==> src/rtl/sop_pkg.sv <==
// Shared types and helpers for the sum-of-products table scanner.
package sop_pkg;

  typedef enum logic [1:0] {
    ST_IDLE,
    ST_LOAD,
    ST_SCAN
  } sop_state_t;

  function automatic int clog2(input int v);
    int r;
    r = 0;
    while ((1 << r) < v) r++;
    return r;
  endfunction

endpackage

==> src/rtl/sop_popcount.sv <==
// Combinational population count of a W-bit vector; W itself is representable.
module sop_popcount #(
  parameter int W = 4
) (
  input  logic [W-1:0]       i_vec,
  output logic [$clog2(W):0] o_cnt
);

  always_comb begin
    o_cnt = '0;
    for (int i = 0; i < W; i++) begin
      o_cnt = o_cnt + {{$clog2(W){1'b0}}, i_vec[i]};
    end
  end

endmodule

==> src/rtl/sop_table_scanner.sv <==
// Programmable N-input sum-of-products evaluator with serial table load and row scan.
//
// state   | meaning
// --------+---------------------------------------------------------------
// IDLE    | waiting; eval path live, cfg_start / scan_start accepted
// LOAD    | shifting table bits in, minterm 0 first; eval_out held at 0
// SCAN    | presenting one truth-table row per row_valid/row_ready handshake
module sop_table_scanner
  import sop_pkg::*;
#(
  parameter int N_IN = 2
) (
  input  logic            clk,
  input  logic            rst_n,
  input  logic            cfg_start,
  input  logic            cfg_valid,
  input  logic            cfg_bit,
  output logic            cfg_ready,
  output logic            table_ok,
  input  logic [N_IN-1:0] eval_in,
  output logic            eval_out,
  output logic [N_IN:0]   minterm_cnt,
  input  logic            scan_start,
  output logic            row_valid,
  input  logic            row_ready,
  output logic [N_IN-1:0] row_idx,
  output logic            row_f,
  output logic            row_last,
  output logic            busy
);

  localparam int TBL_W = 2 ** N_IN;
  localparam int CNT_W = clog2(TBL_W) + 1;
  localparam logic [N_IN-1:0] LAST_IDX = N_IN'(TBL_W - 1);

  sop_state_t       r_state;
  logic [TBL_W-1:0] r_table;
  logic [N_IN-1:0]  r_load_idx;
  logic [N_IN-1:0]  r_row_idx;
  logic             r_table_ok;
  logic             r_eval_out;
  logic [N_IN:0]    r_minterm_cnt;
  logic             r_cfg_ready;
  logic             r_row_valid;
  logic             r_busy;

  logic [TBL_W-1:0] w_table_nxt;
  logic [CNT_W-1:0] w_pop;
  logic             w_load_enter;
  logic             w_load_last;
  logic             w_eval_zero;

  // Count the table including the bit being accepted, so minterm_cnt and
  // table_ok become visible together right after the final bit.
  always_comb begin
    w_table_nxt             = r_table;
    w_table_nxt[r_load_idx] = cfg_bit;
  end

  sop_popcount #(.W(TBL_W)) u_popcount (
    .i_vec (w_table_nxt),
    .o_cnt (w_pop)
  );

  assign w_load_enter = (r_state == ST_IDLE) && cfg_start;
  assign w_load_last  = (r_state == ST_LOAD) && cfg_valid && (r_load_idx == LAST_IDX);
  assign w_eval_zero  = w_load_enter || (r_state == ST_LOAD);

  always_ff @(posedge clk or negedge rst_n) begin
    if (!rst_n) begin
      r_state       <= ST_IDLE;
      r_table       <= '0;
      r_load_idx    <= '0;
      r_row_idx     <= '0;
      r_table_ok    <= 1'b0;
      r_eval_out    <= 1'b0;
      r_minterm_cnt <= '0;
      r_cfg_ready   <= 1'b0;
      r_row_valid   <= 1'b0;
      r_busy        <= 1'b0;
    end else begin
      r_eval_out <= w_eval_zero ? 1'b0 : r_table[eval_in];
      case (r_state)
        ST_IDLE: begin
          if (cfg_start) begin
            r_state     <= ST_LOAD;
            r_load_idx  <= '0;
            r_table_ok  <= 1'b0;
            r_cfg_ready <= 1'b1;
            r_busy      <= 1'b1;
          end else if (scan_start && r_table_ok) begin
            r_state     <= ST_SCAN;
            r_row_idx   <= '0;
            r_row_valid <= 1'b1;
            r_busy      <= 1'b1;
          end
        end
        ST_LOAD: begin
          if (cfg_valid) begin
            r_table <= w_table_nxt;
            if (w_load_last) begin
              r_state       <= ST_IDLE;
              r_table_ok    <= 1'b1;
              r_minterm_cnt <= w_pop;
              r_cfg_ready   <= 1'b0;
              r_busy        <= 1'b0;
            end else begin
              r_load_idx <= r_load_idx + 1'b1;
            end
          end
        end
        ST_SCAN: begin
          if (row_ready) begin
            if (r_row_idx == LAST_IDX) begin
              r_state     <= ST_IDLE;
              r_row_valid <= 1'b0;
              r_busy      <= 1'b0;
            end else begin
              r_row_idx <= r_row_idx + 1'b1;
            end
          end
        end
        default: r_state <= ST_IDLE;
      endcase
    end
  end

  assign cfg_ready   = r_cfg_ready;
  assign table_ok    = r_table_ok;
  assign eval_out    = r_eval_out;
  assign minterm_cnt = r_minterm_cnt;
  assign row_valid   = r_row_valid;
  assign row_idx     = r_row_idx;
  assign row_f       = r_table[r_row_idx];
  assign row_last    = r_row_valid && (r_row_idx == LAST_IDX);
  assign busy        = r_busy;

endmodule

==> config.mk <==
export PLATFORM = sky130hd
export DESIGN_NAME = sop_table_scanner
export DESIGN_NICKNAME = d
export VERILOG_FILES = /design/src/rtl/sop_pkg.sv /design/src/rtl/sop_popcount.sv /design/src/rtl/sop_table_scanner.sv
export SDC_FILE = /design/constraint.sdc
export NUM_CORES = 1
export LEC_CHECK = 0
export ABC_AREA = 1
export BUFFER_PORTS_ARGS = -buffer_cell sky130_fd_sc_hd__buf_2
export CAP_MARGIN = 20
export CORE_ASPECT_RATIO = 1.4
export CORE_MARGIN = 5
export CORE_UTILIZATION = 59
export CTS_CLUSTER_SIZE = 25
export DETAILED_ROUTE_END_ITERATION = 8
export PLACE_DENSITY_LB_ADDON = 0.15
export SLEW_MARGIN = 20
export SYNTH_ARGS = -nofsm -noshare
export SYNTH_HDL_FRONTEND = slang
export SYNTH_SLANG_ARGS = --single-unit
==> constraint.sdc <==
create_clock -name clk -period 3.48 [get_ports clk]
set_input_delay 0.174 -clock clk [delete_from_list [all_inputs] [get_ports clk]]
set_output_delay 0.174 -clock clk [all_outputs]
set_load 0.02 [all_outputs]
==> summary.txt, run 1 <==
Drt
  • DR iter-0 viols: 31
  • Routed wire length per instance: 11.6 um
  • Post-route ant nets: 0
  • DRT Wirelength: 2230 um
  • DRC: 0
  • 1st-pass router iterations: 4
  • Vias per cell: 5.22
  • Vias: 1007

Clock tree
  • Worst skew pair latency: 0.28 ns
  • Hold bufs inserted after CTS: 1
  • CTS Buf Count: 3
  • CTS tree: yes
  • Clk sinks: 18
  • CTS Buffer Depth: 2
  • Clock transition at path regs: 0.10 ns
  • Post-CTS resize count: 0
  • Clock Tree Root: clkbuf_4
  • Post-CTS Setup Inserts: 0
  • H-tree depth: 1

Synth
  • Leading post-synthesis cells by cell area: dfrtp_1 38%, nand2_1 15%, ha_1 12%
  • Yosys top cell area share: 37.9%
  • Top-count cell post-synth: nand2_1
  • Ys flop type: dfrtp_1
  • FF+latch count, synth: 18
  • Synthesized cell area: 1190 um2
  • Yosys warns: 0
  • Synthesized area per cell: 7.97 um2
  • Number of synthesized flops with an enable pin: 0
  • Post-synthesis sequential area ratio: 37.9%
  • Commonest cells post-synth: 48 x nand2_1, 21 x inv_1, 18 x dfrtp_1
  • Post-synth top area cell: dfrtp_1
  • Syn nets: 170
  • Async S/R FF share, synth: 100%
  • Post-Synthesis Cells: 149
  • Synth unique cells: 23

Worst setup path
  • Crit path DAT: 2.28 ns
  • Critical Path Fanout Max: 5
  • Critical path startpoint category: flip-flop
  • Worst Setup End Kind: flip-flop
  • Crit path required time: 3.66 ns
  • Crit Path Class: reg2reg

Layout
  • Ant. Diodes: 0
  • Fin cells: 193
  • Fillers: 185
  • Fin area: 1340 um2
  • Nets@finish: 195
  • Core Util, Final: 68.5%
  • Area Overhead vs Synth: 12.4%
  • Fraction of layout cells with a size suffix above 1: 20.9%

Placement
  • Hpwl dp: 1840 um
  • Placed Cells incl. Taps: 189
  • GPL Wtd Cong: 0.894
  • Placed Area: 1300 um2
  • IO Port Bufs: 20

Global routing
  • Grt ovf: 0
  • Vias in the first global route: 990
  • Global-route wire length before repair: 3890 um
  • GRT Total Usage: 16.9%
  • Antenna violations before repair: 0
  • Largest net degree at the start of global routing: 19

STA
  • Max Clock Skew: 0.00483 ns
  • Final hold viol count: 0
  • Rel. slew slack: 71.3%
  • Slew Viols, Final: 0
  • Worst Tran Pin Value: 0.431 ns
  • Fin crit period: 2.10 ns
  • Period utilization: 60.2%
  • Setup TNS: 0 ns
  • Final setup fails: 0
  • Final Hold Slack: 0.172 ns
  • RSZ-0062 raised after global routing: false
  • Fmax achieved: 0.477 GHz

Floorplan
  • Core area: 1950 um2
  • Die W: 47.9 um
  • Io pins: 21
  • Full die area: 3020 um2
  • Die Ht: 63.1 um
  • Starting Density: 60.9%
  • # rows: 19

Outcome
  • Status: complete, no violations

Job
  • MaxCap Viol Count: 0

Worst hold path
  • Worst hold-check path type: in2reg

Power and ir drop
  • Maximum VDD drop: 0.000466 V
  • PD cells: 726 nW/um2
  • LEAKAGE: 0.767 nW
cell families (layout without fill, tap and decap cells):
| kind of cell | count (synthesis) | in the layout | synth area share, % |
|---|---|---|---|
| and+or+nand+nor | 72 | 72 | 30.0 |
| buffers and inverters | 24 | 47 | 8.22 |
| AOI/OAI and AO/OA | 23 | 23 | 10.5 |
| DFF | 18 | 18 | 37.9 |
| adders and majority gates | 12 | 12 | 13.3 |
through the flow:
step           worst slack (ns)  power, mW
6_report                   1.38      0.969
5_1_grt                    1.22       1.07
4_1_cts                    1.37      0.982
3_5_place_dp               1.39      0.879
3_3_place_gp               1.48      0.856
2_1_floorplan              1.52      0.745
power breakdown:
group | total [mW] | switching (mW) | internal, mW
logic | 0.542 | 0.354 | 0.188
registers | 0.325 | 0.0521 | 0.273
clock network | 0.102 | 0.0615 | 0.0401
total | 0.969 | 0.467 | 0.501
layer usage:
metal  track usage [%]  vias to the layer above  share of wire (%)
met4              7.41                        0                1.5
met1              20.1                      456                 42
met5                 0                        -                  0
met3              3.42                        4                5.4
met2              27.6                       24                 51
li1                  -                      523                  -
cell usage in the layout, fill, tap and decap left out, drive strengths merged:
cell / count
fa: 1
a21oi: 5
o22ai: 1
o21ai: 15
nand3: 6
inv: 23
dlygate4sd3: 1
buf: 20
ha: 11
nand2: 52
clkbuf: 3
nor2: 8
nand4: 6
dfrtp: 18
o21a: 1
o211ai: 1
final timing paths:
check | from | end | slack (ns) | depth (start not counted)
worst max register to register | r_load_idx[0] | minterm_cnt[1] | 1.38 | 11
worst max-delay path | r_load_idx[0] | minterm_cnt[1] | 1.38 | 11
worst min-delay path | eval_in[1] | eval_out | 0.17 | 4
worst min register to register | minterm_cnt[2] | minterm_cnt[2] | 0.48 | 2
max in group asynchronous | rst_n | r_load_idx[0] | 2.84 | 2
min in group asynchronous | rst_n | r_state[0] | 0.35 | 2
final cells by class:
type,count,area (um2),share of cell area (%)
Inverter,23,86.3,6.47
Sequential cell,18,450,33.7
Multi-Input combinational cell,107,639,47.9
Clock buffer,3,22.5,1.69
Tap cell,21,26.3,1.97
Timing Repair Buffer,21,110,8.25
worst max-delay path, stage by stage (launching register included):
cell     delay, ns
dfrtp_1       0.42
inv_1         0.08
ha_1          0.21
nand2_1       0.06
o21ai_0       0.11
ha_1          0.31
inv_1         0.05
fa_1          0.37
inv_1         0.06
ha_1          0.21
nand2_1       0.07
nand2_1       0.04
state kept, by name (all words and copies together) (netlist names):
register,count
busy,1
cfg_ready,1
eval_out,1
minterm_cnt,3
r_load_idx,2
r_state,2
r_table,4
row_idx,2
row_valid,1
table_ok,1
(Power assumes the default switching activity.)
==> run 2: changes to the inputs <==
Settings changed: CORE_UTILIZATION 59 to 54.
Clock period 3.48 ns to 2.14 ns, I/O delays scaled along.
==> summary.txt, run 2 (synthesis results as in run 1) <==
Outcome
  • Status: complete, no violations

Drt
  • Routed length on met1: 909 um (-2.4%)
  • Vias per cell: 5.17 (-0.96%)
  • 1st-pass router iterations: 4 (unchanged)
  • Met2 wire length: 1410 um (+23%)
  • DRT Wirelength: 2420 um (+8.2%)
  • DR top layer: met4
  • Post-route ant nets: 0 (unchanged)
  • Routed wire length per instance: 12.3 um (+6.0%)
  • DRC: 0 (unchanged)
  • DR iter-0 viols: 12 (-61%)
  • Vias: 1018 (+1.1%)
  • Metal3 WL: 77 um (-36%)

STA
  • Period utilization: 93.6% (+33 points)
  • Final setup fails: 0 (unchanged)
  • Rel. slew slack: 71.1% (-0.18 points)
  • Post-route setup slack: 0.137 ns (-1.25 ns)
  • Final hold viol count: 0 (unchanged)
  • Fin crit period: 2.00 ns (-0.0927 ns)
  • Fmax achieved: 0.499 GHz (+4.6%)
  • Worst Tran Pin Value: 0.434 ns (+0.00266 ns)
  • Setup TNS: 0 ns (unchanged)
  • RSZ-0062 raised after global routing: false
  • Max Clock Skew: 0.00824 ns (+0.00341 ns)
  • Slew Viols, Final: 0 (unchanged)

Worst setup path
  • Capture point of the critical path: minterm_cnt[1]
  • Most used cell, CP: nand2_1
  • Crit path DAT: 2.20 ns (-0.08 ns)
  • Slowest stage delay, CP: 0.42 ns (about the same)
  • Slowest cell on crit path: dfrtp_1
  • Worst Setup End Kind: flip-flop
  • Worst setup path startpoint: r_load_idx[0]
  • RR Endpoint: minterm_cnt[1]
  • Worst path depth: 11 (unchanged)
  • Worst-path cell chain: inv_2 -> ha_2 -> nand2_1 -> o21ai_2 -> ha_1 -> inv_1 -> fa_1 -> inv_1 -> ha_1 -> nand2_1 -> nand2_1
  • Critical path startpoint category: flip-flop
  • Crit path buf inv count: 3 (unchanged)
  • Critical Path Fanout Max: 4 (-1)
  • Reg2Reg Depth: 11 (unchanged)
  • Crit Path Class: reg2reg
  • R2r startpoint: r_load_idx[0]
  • Crit path required time: 2.34 ns (-1.32 ns)
  • Reg2reg setup slack: 0.14 ns (-1.25 ns)
  • Delay-heaviest family, CP: adder cells

Floorplan
  • Full die area: 3250 um2 (+7.5%)
  • # rows: 20 (+1)
  • Starting Density: 55.2% (-5.7 points)
  • Die Ht: 65.5 um (+3.8%)
  • Core area: 2150 um2 (+10%)
  • Die W: 49.6 um (+3.6%)
  • Io pins: 21 (unchanged)

Clock tree
  • H-tree depth: 1 (unchanged)
  • Clock transition at path regs: 0.11 ns (about the same)
  • Clk sinks: 18 (unchanged)
  • CTS Buffer Depth: 2 (unchanged)
  • Clock Tree Root: clkbuf_4
  • Worst skew pair latency: 0.29 ns (about the same)
  • CTS Buf Count: 3 (unchanged)
  • CTS tree: yes

Global routing
  • Largest net degree at the start of global routing: 19 (unchanged)
  • Grt ovf: 0 (unchanged)
  • Vias in the first global route: 1070 (+8.1%)
  • GRT Total Usage: 17.1% (+0.17 points)
  • Global-route wire length before repair: 4420 um (+14%)
  • Antenna violations before repair: 0 (unchanged)

Power and ir drop
  • Sequential power share: 31.9% (-1.7 points)
  • Gate power share: 55.4% (-0.6 points)
  • P_int: 869 uW (+73%)
  • Maximum VDD drop: 0.000650 V (+40%)
  • P_sw: 791 uW (+69%)
  • LEAKAGE: 0.786 nW (+2.4%)
  • Sw frac: 47.6% (-0.62 points)
  • Clk pwr share: 12.7% (+2.2 points)
  • PD cells: 1210 nW/um2 (+67%)

Layout
  • Fraction of layout cells with a size suffix above 1: 24.0% (+3.1 points)
  • Area Overhead vs Synth: 15.5%
  • Fillers: 213 (+15%)
  • Max FFs per register: 4 (unchanged)
  • Nets@finish: 197 (+1.0%)
  • Most frequent cells in the layout: 48 x nand2_1, 20 x inv_1, 20 x buf_2, 18 x dfrtp_1
  • Ant. Diodes: 0 (unchanged)
  • Top reg by flops: r_table
  • Most common cell after layout, fill and taps aside: nand2_1

Worst hold path
  • Worst hold-check path type: in2reg

Placement
  • GPL Wtd Cong: 0.788 (-12%)
  • IO Port Bufs: 20 (unchanged)
  • Hpwl dp: 1960 um (+6.5%)
  • Dpl ws: 0.00203 ns (-1.39 ns)

Job
  • MaxCap Viol Count: 0 (unchanged)
## run 2: cell count changes in the layout (fill, tap and decap cells not counted), sizes merged
cell	previous run	this run
buf	20	22
clkbuf	3	4
## run 2: power groups by stage
stage | Combinational (mW) | Sequential, mW | Clock, mW
finish | 0.920 | 0.529 | 0.211
global route | 1.06 | 0.545 | 0.239
CTS | 0.921 | 0.529 | 0.219
detailed placement | 0.911 | 0.536 | 0
global placement | 0.873 | 0.529 | 0
floorplan | 0.618 | 0.594 | 0
## run 2: worst min path at each step
stage                          start              to  slack (ns)  depth (start not counted)
after floorplan                rst_n            busy       -0.19                          0
after global placement         rst_n  minterm_cnt[2]        0.06                          1
after detailed placement       rst_n  minterm_cnt[2]        0.07                          1
after CTS                 eval_in[1]        eval_out        0.09                          3
after global routing      eval_in[1]        eval_out        0.09                          4
final                     eval_in[1]        eval_out        0.10                          3
## run 2: layout make-up
cell class | count | area [um2] | share of cell area, %
clock buffers | 4 | 36.3 | 2.65
inverters | 23 | 86.3 | 6.30
multi-input cells | 107 | 646 | 47.1
flip-flops and latches | 18 | 450 | 32.8
well taps | 22 | 27.5 | 2.01
repair buffers | 23 | 125 | 9.12
## run 2: layer usage
metal,GRT usage [%],up-vias
li1,-,527
met1,17.1,474
met2,34.2,15
met3,2.49,2
met4,5.57,0
met5,0,-
## run 2: what timing repair did
item | CTS | global route
hold buffers | 1 | 0
hold endpoints to repair | 18 | 0
buffers inserted | 1 | 1
gates resized for setup | 0 | 5
endpoints found under the setup margin | 1 | 1
## run 2: per-stage QoR
stage | hold WS, ns | area (um2) | power, mW | util (%) | instances
2_1_floorplan | -0.189 | 1190 | 1.21 | - | 149
3_3_place_gp | 0.0621 | 1300 | 1.40 | 60.6 | 190
3_5_place_dp | 0.0682 | 1300 | 1.45 | 60.6 | 190
4_1_cts | 0.0893 | 1360 | 1.67 | 63.1 | 196
5_1_grt | 0.0929 | 1370 | 1.84 | 63.7 | 197
6_report | 0.100 | 1370 | 1.66 | 63.7 | 197
## run 2: tightest hold or removal path, cell delays in order
cell	delay, ns
buf_2	0.11
o211ai_1	0.08
a21oi_1	0.06
==> run 3: changes to the inputs <==
Settings changed: CORE_ASPECT_RATIO 1.4 to 0.7.
==> summary.txt, run 3 (synthesis results as in run 1) <==
Outcome
  • Status: complete, no violations

STA
  • Slew Viols, Final: 0 (unchanged)
  • Final setup fails: 0 (unchanged)
  • Period utilization: 93.2% (-0.41 points)
  • Setup TNS: 0 ns (unchanged)
  • Final hold viol count: 0 (unchanged)
  • Fmax achieved: 0.501 GHz (+0.44%)
  • Max Clock Skew: 0.0101 ns (+0.00188 ns)
  • RSZ-0062 raised after global routing: false
  • Fin crit period: 1.99 ns (-0.00879 ns)
  • Worst Tran Pin Value: 0.459 ns (+0.0247 ns)
  • Rel. slew slack: 69.4% (-1.6 points)

Placement
  • Hpwl dp: 1910 um (-2.2%)
  • Placed Area: 1320 um2 (+0.96%)
  • GPL Wtd Cong: 0.807 (+2.4%)
  • IO Port Bufs: 20 (unchanged)

Worst setup path
  • Critical Path Fanout Max: 4 (unchanged)
  • Critical path startpoint category: flip-flop
  • Reg2Reg Depth: 11 (unchanged)
  • R2r startpoint: r_load_idx[0]
  • Crit Path Class: reg2reg
  • Worst Setup End Kind: flip-flop
  • Crit path DAT: 2.20 ns (about the same)
  • Worst setup path startpoint: r_load_idx[0]
  • Crit path required time: 2.34 ns (about the same)

Power and ir drop
  • PD cells: 1200 nW/um2 (-0.76%)
  • LEAKAGE: 0.779 nW (-0.81%)
  • Maximum VDD drop: 0.000813 V (+25%)

Floorplan
  • Die Ht: 49.2 um (-25%)
  • Full die area: 3250 um2 (about the same)
  • Die W: 66.0 um (+33%)
  • Starting Density: 56.0% (+0.85 points)
  • # rows: 14 (-30%)
  • Io pins: 21 (unchanged)
  • Core area: 2120 um2 (-1.5%)

Layout
  • Max FFs per register: 4 (unchanged)
  • Area Overhead vs Synth: 16.1%
  • Multi-input logic area: 648 um2 (+0.39%)
  • Top reg by flops: r_table
  • Nets@finish: 196 (-0.51%)
  • Fin area: 1380 um2 (+0.55%)
  • Register Area: 450 um2 (unchanged)
  • Most common cell after layout, fill and taps aside: nand2_1
  • Fillers: 183 (-14%)
  • Ant. Diodes: 0 (unchanged)
  • Most frequent cells in the layout: 48 x nand2_1, 20 x inv_1, 20 x buf_2, 18 x dfrtp_1, 10 x o21ai_0
  • Fraction of layout cells with a size suffix above 1: 24.1% (+0.14 points)

Clock tree
  • CTS tree: yes
  • Clk sinks: 18 (unchanged)
  • CTS Buf Count: 3 (unchanged)
  • Clock transition at path regs: 0.11 ns (about the same)
  • Clock Tree Root: clkbuf_4
  • CTS Buffer Depth: 2 (unchanged)
  • H-tree depth: 1 (unchanged)
  • Worst skew pair latency: 0.30 ns (about the same)

Global routing
  • Antenna violations before repair: 0 (unchanged)
  • Largest net degree at the start of global routing: 19 (unchanged)
  • Met2 usage: 24.0% (-10 points)
  • Met1 Track Usage GR: 23.5% (+6.4 points)
  • Vias in the first global route: 904 (-16%)
  • GRT Total Usage: 16.3% (-0.75 points)
  • Grt ovf: 0 (unchanged)
  • Global-route wire length before repair: 4130 um (-6.7%)
  • Grt met3 use: 5.30% (+2.8 points)
  • Global-route layer with the greatest usage: met2

Drt
  • Vias per cell: 4.86 (-6.0%)
  • 1st-pass router iterations: 4 (unchanged)
  • Vias: 1001 (-1.7%)
  • Routed wire length per instance: 11.4 um (-6.7%)
  • Post-route ant nets: 0 (unchanged)
  • DR iter-0 viols: 40 (+28)
  • DRC: 0 (unchanged)
  • DRT Wirelength: 2360 um (-2.5%)

Worst hold path
  • Worst hold-check path type: in2reg
  • Worst Hold Path Cells: 4 (+1)
  • Hold path startpoint: eval_in[1]

Job
  • MaxCap Viol Count: 0 (unchanged)
==> run 3: cell types whose count changed in the layout (fill, tap and decap cells not counted) <==
cell	delta
buf_4	-1
ha_1	-1
ha_2	+1
==> run 3: cell type report <==
class,count,area share (%)
Inverter,23,6.26
Clock buffer,4,2.63
Sequential cell,18,32.7
Timing Repair Buffer,22,8.53
Multi-Input combinational cell,107,47.0
Tap cell,32,2.90
==> run 3: per-layer routing <==
metal	wire, um	share of wire, %
met1	1210	51
met2	1020	43
met4	13	0.55
met5	0	0
met3	112	4.8
==> run 3: timing repair <==
action / CTS / global route
hold endpoints to repair: 18 / 0
hold buffers: 1 / 0
buffers inserted: 0 / 1
setup endpoints to repair: 0 / 2
gates resized for setup: 0 / 6
==> run 3: metrics by stage <==
step                      setup WS (ns)  instances  total power, mW  util, %  hold slack (ns)
final                             0.145        206             1.66     65.1           0.0859
after global placement            0.117        200             1.40     62.1           0.0632
after global routing            0.00307        206             1.83     65.1            0.112
after detailed placement         0.0588        200             1.44     62.1           0.0612
after CTS                        0.0371        205             1.65     64.3           0.0796
after floorplan                   0.177        149             1.21        -           -0.189
==> run 3: worst paths after layout <==
path                                   to  slack (ns)
min in group asynchronous  minterm_cnt[2]        0.25
max                        minterm_cnt[1]        0.15
max in group asynchronous      row_idx[0]        1.59
min reg2reg                          busy        0.49
max reg2reg                minterm_cnt[1]        0.15
min                              eval_out        0.09
==> run 3: power by group <==
part	internal, mW	switching, mW	total (mW)
sequential	0.444	0.0847	0.529
clock	0.104	0.104	0.208
combinational	0.319	0.601	0.920
total	0.866	0.790	1.66
==> run 3: worst max-delay path, stage by stage, from the launching register on <==
cell	delay [ns]
dfrtp_1	0.44
inv_2	0.06
ha_2	0.18
nand2_1	0.06
o21ai_1	0.08
ha_1	0.28
inv_1	0.05
fa_1	0.37
inv_1	0.06
ha_1	0.21
nand2_1	0.06
nand2_1	0.04
